`src/rtl/serial_pattern_gen.sv`:
```
// Serial bit-pattern transmitter: sends a captured WIDTH-bit pattern MSB-first, repeat_n+1 times,
// with GAP_CYCLES idle bit-times between copies. Define PATGEN_PARITY_EN to append an even-parity bit per copy.
module serial_pattern_gen #(
  parameter int unsigned WIDTH      = 4,
  parameter int unsigned CNT_W      = 4,
  parameter int unsigned GAP_CYCLES = 0,
  parameter logic        IDLE_BIT   = 1'b1
) (
  input  logic             clk,
  input  logic             rst,
  input  logic             start,
  input  logic [WIDTH-1:0] pattern,
  input  logic [CNT_W-1:0] repeat_n,
  output logic             out,
  output logic             valid,
  output logic             busy,
  output logic             done
);

  localparam int unsigned BIT_W    = (WIDTH > 2) ? $clog2(WIDTH) : 1;
  localparam int unsigned GAP_W    = (GAP_CYCLES > 1) ? $clog2(GAP_CYCLES) : 1;
  localparam int unsigned GAP_LAST = (GAP_CYCLES > 0) ? (GAP_CYCLES - 1) : 0;
  localparam logic [BIT_W-1:0] BIT_LAST_V = BIT_W'(WIDTH - 1);
  localparam logic [GAP_W-1:0] GAP_LAST_V = GAP_W'(GAP_LAST);

  typedef enum logic [2:0] {
    ST_IDLE = 3'd0,
    ST_SEND = 3'd1,
    ST_GAP  = 3'd2,
`ifdef PATGEN_PARITY_EN
    ST_PAR  = 3'd4,
`endif
    ST_DONE = 3'd3
  } state_t;

`ifdef PATGEN_PARITY_EN
  function automatic logic even_parity(input logic [WIDTH-1:0] v);
    return ^v;
  endfunction
`endif

  state_t             state_q, state_d;
  logic               out_q, out_d;
  logic               valid_q, valid_d;
  logic               busy_q, busy_d;
  logic               done_q, done_d;
  logic [WIDTH-1:0]   shreg_q, shreg_d;
  logic [WIDTH-1:0]   pat_q, pat_d;
  logic [BIT_W-1:0]   bit_cnt_q, bit_cnt_d;
  logic [CNT_W-1:0]   copy_cnt_q, copy_cnt_d;
  logic [GAP_W-1:0]   gap_cnt_q, gap_cnt_d;
  logic               copy_end_s;

  // Next-state and next-output computation; outputs describe the cycle after the coming edge.
  always_comb begin
    state_d    = state_q;
    out_d      = IDLE_BIT;
    valid_d    = 1'b0;
    busy_d     = 1'b0;
    done_d     = 1'b0;
    shreg_d    = shreg_q;
    pat_d      = pat_q;
    bit_cnt_d  = bit_cnt_q;
    copy_cnt_d = copy_cnt_q;
    gap_cnt_d  = gap_cnt_q;
    copy_end_s = 1'b0;

    case (state_q)
      ST_IDLE: begin
        if (start) begin
          state_d    = ST_SEND;
          pat_d      = pattern;
          shreg_d    = pattern;
          copy_cnt_d = repeat_n;
          bit_cnt_d  = '0;
          out_d      = pattern[WIDTH-1];
          valid_d    = 1'b1;
          busy_d     = 1'b1;
        end else begin
          state_d = ST_IDLE;
        end
      end
      ST_SEND: begin
        if (bit_cnt_q != BIT_LAST_V) begin
          shreg_d   = {shreg_q[WIDTH-2:0], 1'b0};
          bit_cnt_d = bit_cnt_q + 1'b1;
          out_d     = shreg_q[WIDTH-2];
          valid_d   = 1'b1;
          busy_d    = 1'b1;
        end else begin
`ifdef PATGEN_PARITY_EN
          state_d = ST_PAR;
          out_d   = even_parity(pat_q);
          valid_d = 1'b1;
          busy_d  = 1'b1;
`else
          copy_end_s = 1'b1;
`endif
        end
      end
`ifdef PATGEN_PARITY_EN
      ST_PAR: begin
        copy_end_s = 1'b1;
      end
`endif
      ST_GAP: begin
        busy_d = 1'b1;
        if (gap_cnt_q == GAP_LAST_V) begin
          state_d   = ST_SEND;
          gap_cnt_d = '0;
          bit_cnt_d = '0;
          out_d     = shreg_q[WIDTH-1];
          valid_d   = 1'b1;
        end else begin
          gap_cnt_d = gap_cnt_q + 1'b1;
        end
      end
      ST_DONE: begin
        state_d = ST_IDLE;
      end
      default: begin
        state_d = ST_IDLE;
      end
    endcase

    // A copy has finished: either finish the transmission or reload from the captured copy.
    if (copy_end_s) begin
      if (copy_cnt_q == '0) begin
        state_d = ST_DONE;
        done_d  = 1'b1;
      end else begin
        copy_cnt_d = copy_cnt_q - 1'b1;
        shreg_d    = pat_q;
        bit_cnt_d  = '0;
        busy_d     = 1'b1;
        if (GAP_CYCLES > 0) begin
          state_d   = ST_GAP;
          gap_cnt_d = '0;
        end else begin
          state_d = ST_SEND;
          out_d   = pat_q[WIDTH-1];
          valid_d = 1'b1;
        end
      end
    end else begin
      copy_cnt_d = copy_cnt_d;
    end
  end

  // State and output registers with asynchronous reset.
  always_ff @(posedge clk or posedge rst) begin
    if (rst) begin
      state_q    <= ST_IDLE;
      out_q      <= IDLE_BIT;
      valid_q    <= 1'b0;
      busy_q     <= 1'b0;
      done_q     <= 1'b0;
      shreg_q    <= '0;
      pat_q      <= '0;
      bit_cnt_q  <= '0;
      copy_cnt_q <= '0;
      gap_cnt_q  <= '0;
    end else begin
      state_q    <= state_d;
      out_q      <= out_d;
      valid_q    <= valid_d;
      busy_q     <= busy_d;
      done_q     <= done_d;
      shreg_q    <= shreg_d;
      pat_q      <= pat_d;
      bit_cnt_q  <= bit_cnt_d;
      copy_cnt_q <= copy_cnt_d;
      gap_cnt_q  <= gap_cnt_d;
    end
  end

  assign out   = out_q;
  assign valid = valid_q;
  assign busy  = busy_q;
  assign done  = done_q;

endmodule
```
`config.mk`:
```
export PLATFORM = sky130hd
export DESIGN_NAME = serial_pattern_gen
export DESIGN_NICKNAME = d
export VERILOG_FILES = /design/src/rtl/serial_pattern_gen.sv
export SDC_FILE = /design/constraint.sdc
export NUM_CORES = 1
export LEC_CHECK = 0
export ABC_AREA = 1
export CORE_MARGIN = 2
export CORE_UTILIZATION = 45
export DETAILED_ROUTE_END_ITERATION = 16
export PLACE_DENSITY = 0.68
export REMOVE_ABC_BUFFERS = 1
export SLEW_MARGIN = 20
export SYNTH_ARGS = -nofsm -noshare
export SYNTH_HDL_FRONTEND = slang
export SYNTH_SLANG_ARGS = --single-unit
```
`constraint.sdc`:
```
create_clock -name clk -period 1.6 [get_ports clk]
set_input_delay 0.32 -clock clk [delete_from_list [all_inputs] [get_ports clk]]
set_output_delay 0.32 -clock clk [all_outputs]
set_load 0.01 [all_outputs]
```
After elaboration in Yosys (flattened, before gate mapping)
Index checks and enable logic that the tools add are counted.
{"block": "classes", "n_reduce_logical": 4, "eq_ne": 5, "add_sub_neg": 3, "n_mux": 40}
{"operator": "$mux W4", "count": 8}
{"operator": "$mux W1", "count": 18}
{"operator": "$mux W2", "count": 6}
{"operator": "$pmux W1 S3", "count": 3}
{"operator": "$pmux W3 S3", "count": 1}
{"operator": "$pmux W4 S2", "count": 1}
{"operator": "$mux W3", "count": 2}
{"operator": "$pmux W2 S3", "count": 1}
{"operator": "$logic_not A4 Y1", "count": 1}
{"operator": "$ne A2 B2 Y1 const B", "count": 2}
{"operator": "$reduce_and A2 Y1", "count": 2}
{"operator": "$sub A4 B1 Y4 const B", "count": 1}
{"operator": "$eq A3 B1 Y1 const B", "count": 1}
{"operator": "$eq A3 B2 Y1 const B", "count": 1}
{"operator": "$logic_not A3 Y1", "count": 1}
{"operator": "$ne A3 B3 Y1 const B", "count": 1}
{"operator": "$add A2 B1 Y2 const B", "count": 1}
{"operator": "$add A1 B1 Y1 const B", "count": 1}
{"block": "word_totals", "in_bits": 11, "ff_bits": 22, "out_inout_bits": 4, "elab_cells": 62}

Longest topological paths before layout
{"block": "depth", "ltp_word": 5, "ltp_mapped": 8, "depth_no_buf": 7}

Worst setup path before layout
OpenSTA, ideal clock, no wires.
{"block": "synth_timing", "path_type": "register -> register", "from": "register copy_cnt_q[0]", "to": "register shreg_q[1]", "synth_period_minus_slack_ns": 1.299, "required_ns": 1.482, "setup_slack_ns": 0.301, "setup_ns": 0.118, "stages_incl_launch_ff": 9, "t_arrival_ns": 1.181, "path_cell_list": "dfrtp_1 inv_1 ha_1 nand3_1 nand2_4 buf_6 nand2_2 nor2_2 nor2_2"}
{"block": "synth_via", "elab_chain_len": 3}
{"element": "start: declaration", "line_no": "50", "text": "logic [CNT_W-1:0] copy_cnt_q, copy_cnt_d;"}
{"element": "start signal: assignment", "line_no": "172", "text": "copy_cnt_q <= copy_cnt_d;"}
{"element": "$logic_not A4 Y1", "line_no": "128", "text": "if (copy_cnt_q == '0) begin"}
{"element": "$mux W4", "line_no": "128"}
{"element": "$mux W4", "line_no": "127", "text": "if (copy_end_s) begin"}
{"element": "named net shreg_d[1]", "line_no": "47", "text": "logic [WIDTH-1:0] shreg_q, shreg_d;"}
{"element": "end signal: assignment", "line_no": "169", "text": "shreg_q <= shreg_d;"}
{"element": "end: declaration", "line_no": "47"}
The timed path passes the listed nets, and every way through them passes these cells.
A chain may end at the register's enable or synchronous reset.

==> metrics.csv <==
stage,metric,value,unit
power,"Power, Total",0.000806,W
synthesis,Syn Std Cell Area,0.00101,mm²
grt,gr usage total,17.0,%
synthesis,synthesis-stage register bit count,19,
floorplanning,Die X,51.4,µm
final_layout,share of cells above drive strength 1,13.8,%
synthesis,Cells after Synth,135,
synthesis,async set-reset flop share out of synthesis,100,%
synthesis,top_reg_cell synth,dfrtp_1,
floorplanning,die height,51.4,µm
cts,later-pin clock latency in the skew report,0.30,ns
synthesis,most frequent cell after synthesis,nand2_1,
routing,Final ANT Viol Nets,0,
final_layout,final core utilization,55.4,%
timing,achievable frequency,667,MHz
routing,vias per std cell,4.66,
final_layout,Finished Layout Cells,180,
synthesis,top cell type's share of synthesized area,44.5,%
grt,initial antenna violation count,0,
power,power per cell area,671,mW/mm²
timing,RSZ-0062 raised after global routing,no,
final_layout,Inserted Diodes,0,
final_layout,Synth-to-Final Area Change,18.7,%
routing,WL final,1.86,mm
floorplanning,IO Pins,15,
critical_path,Setup crit start kind,flop,
synthesis,number of flops mapped to enable cells by yosys,0,
final_layout,fin nets,165,
critical_path,CP max stage delay,0.53,ns
floorplanning,Core Region,0.00217,mm²
cts,postcts setup bufs,0,
cts,Clock transition at path regs,0.11,ns
place,Placed Area,0.00118,mm²
synthesis,cell taking the most area after synthesis,dfrtp_1,
critical_path,Worst setup EP type,output pin,
critical_path,Worst Setup SP,busy$_DFF_PP0_,
place,Port Buf Inserts,14,
cts,CTS Buf Count,3,
hold_path,HP Class,in -> async,
critical_path,worst-path maximum fanout,2,
critical_path,CP top delay family,buffers and inverters,
critical_path,WS Path Type,reg -> out,
timing,Tmin final,1.50,ns
timing,setup violators final,0,
grt,vias in the first global route,789,
place,Inst Count DP,176,
cts,cell chosen for the clock root,clkbuf_4,
synthesis,post-synthesis sequential area ratio,47.1,%
cts,cts hold-fix bufs,0,
timing,Slew @ Worst Pin,0.331,ns
critical_path,CP arrival,1.18,ns
critical_path,slowest CP cell,clkdlybuf4s50_1,
cts,CTS tree,yes,
synthesis,leading post-synthesis cells by cell area,"dfrtp_1 44%, nand2_1 14%, nor2_1 7.0%, inv_1 5.6%, o21ai_1 4.9%",
floorplanning,initial core utilization,46.7,%
timing,slew margin rel.,77.9,%
timing,clk_skew,0.00486,ns
floorplanning,die area,0.00264,mm²
timing,fin. max-slew vios,0,
critical_path,r2r startpoint,copy_cnt_q[0]$_DFF_PP0_,
grt,first-pass GRT wire length,3.28,mm
routing,DRT iter0 DRCs,16,
run,max-cap viol count,0,
routing,DR vias,839,
routing,drt first pass iters,4,
floorplanning,row count,17,
timing,fin crit share,93.6,%
power,VDD IR-drop max,0.494,mV
power,P_leak,0.671,nW
critical_path,critical path data required time,1.28,ns
place,DP HPWL,1.35,mm
run_status,status,finished clean,
final_layout,Final Instance Area,0.00120,mm²
cts,clock buffer depth,2,
critical_path,crit-path cells,clkdlybuf4s50_1,
critical_path,WP buf/inv,1,
synthesis,warning count from the yosys run,0,
synthesis,syn_area_per_cell,7.50,µm²
cts,H-tree level count,1,
timing,final hold violations,0,
cts,Resized cells post-CTS,1,
place,RD Place Congestion,0.808,
grt,GRT overflow,0,
grt,largest net degree at the start of global routing,20,
timing,setup_tns,0,ns
routing,DRC Markers,0,
synthesis,most instantiated cells after synthesis,"39 x nand2_1, 19 x nor2_1, 18 x dfrtp_1, 15 x inv_1, 10 x o21ai_1",
synthesis,post-synth cell types,20,
cts,clock sink total,19,
routing,DR WL/cell,10.3,µm
-- area by class of cell --
type                       count  area [µm²]
inverter                      18        67.6
clock buffer                   4        26.3
sequential                    19         477
fill                         228         968
multi-input combinational     95         442
tap                           28        35.0
timing repair buffer          16         154
-- tightest hold or removal path: stages --
cell and delay (ns):
clkdlybuf4s50_1 0.39, inv_1 0.05, buf_4 0.25
-- registers in the layout (all words and copies together), names as in the netlist --
| name | count |
|---|---|
| shreg_q | 4 |
| done | 1 |
| busy | 1 |
| copy_cnt_q | 4 |
| pat_q | 4 |
| bit_cnt_q | 2 |
| out | 1 |
| state_q | 2 |
-- placed cells by master, fill, tap and decap left out, types with 2 or more instances in the layout --
cell type         n
nand2_2           4
clkbuf_4          3
dfrtp_1          18
o21ai_0           2
o21ai_1          10
inv_2             3
clkdlybuf4s50_1  13
nand2_1          39
nand3_1           9
nor2_2            5
inv_1            15
buf_4             2
nor2_1           19
-- per-stage QoR --
step / hold WS [ns] / worst slack (ns)
3_3_place_gp: 0.468 / 0.0512
5_1_grt: 0.345 / 0.0271
4_1_cts: 0.328 / 0.0790
3_5_place_dp: 0.467 / 0.0169
6_report: 0.328 / 0.102
2_1_floorplan: 0.270 / 0.357
-- final timing paths --
path                                         to  slack, ns  cells past startpoint
max reg2reg                shreg_q[0]$_DFF_PP0_       0.20                      7
min                        shreg_q[1]$_DFF_PP0_       0.33                      3
min in group clk           pat_q[2]$_DFFE_PP0P_       0.49                      2
max in group asynchronous         out$_DFF_PP1_       1.01                      3
min reg2reg                pat_q[2]$_DFFE_PP0P_       0.49                      2
max                                       valid       0.10                      1
-- layer usage --
metal | routed length [µm] | global-route usage (%)
met5 | 0 | 0
met3 | 48 | 3.51
met1 | 922 | 21.1
met2 | 849 | 27.4
met4 | 42 | 9.21
-- cells by family after synthesis --
group,share of synthesized area (%)
AO/OA/AOI/OAI,5.93
buffers and inverters,9.27
XOR/XNOR,0.865
AND/OR/NAND/NOR,35.6
flip-flops,47.1
adder cells (fa/ha/maj),1.24
-- where the power goes --
part | total [W] | switching [W] | internal, W
sequential | 0.000483 | 0 | 0.000483
clock | 0.000241 | 0.000144 | 0.0000971
combinational | 0.0000814 | 0.0000408 | 0.0000406
No activity file was read; power rests on OpenSTA's default activity.
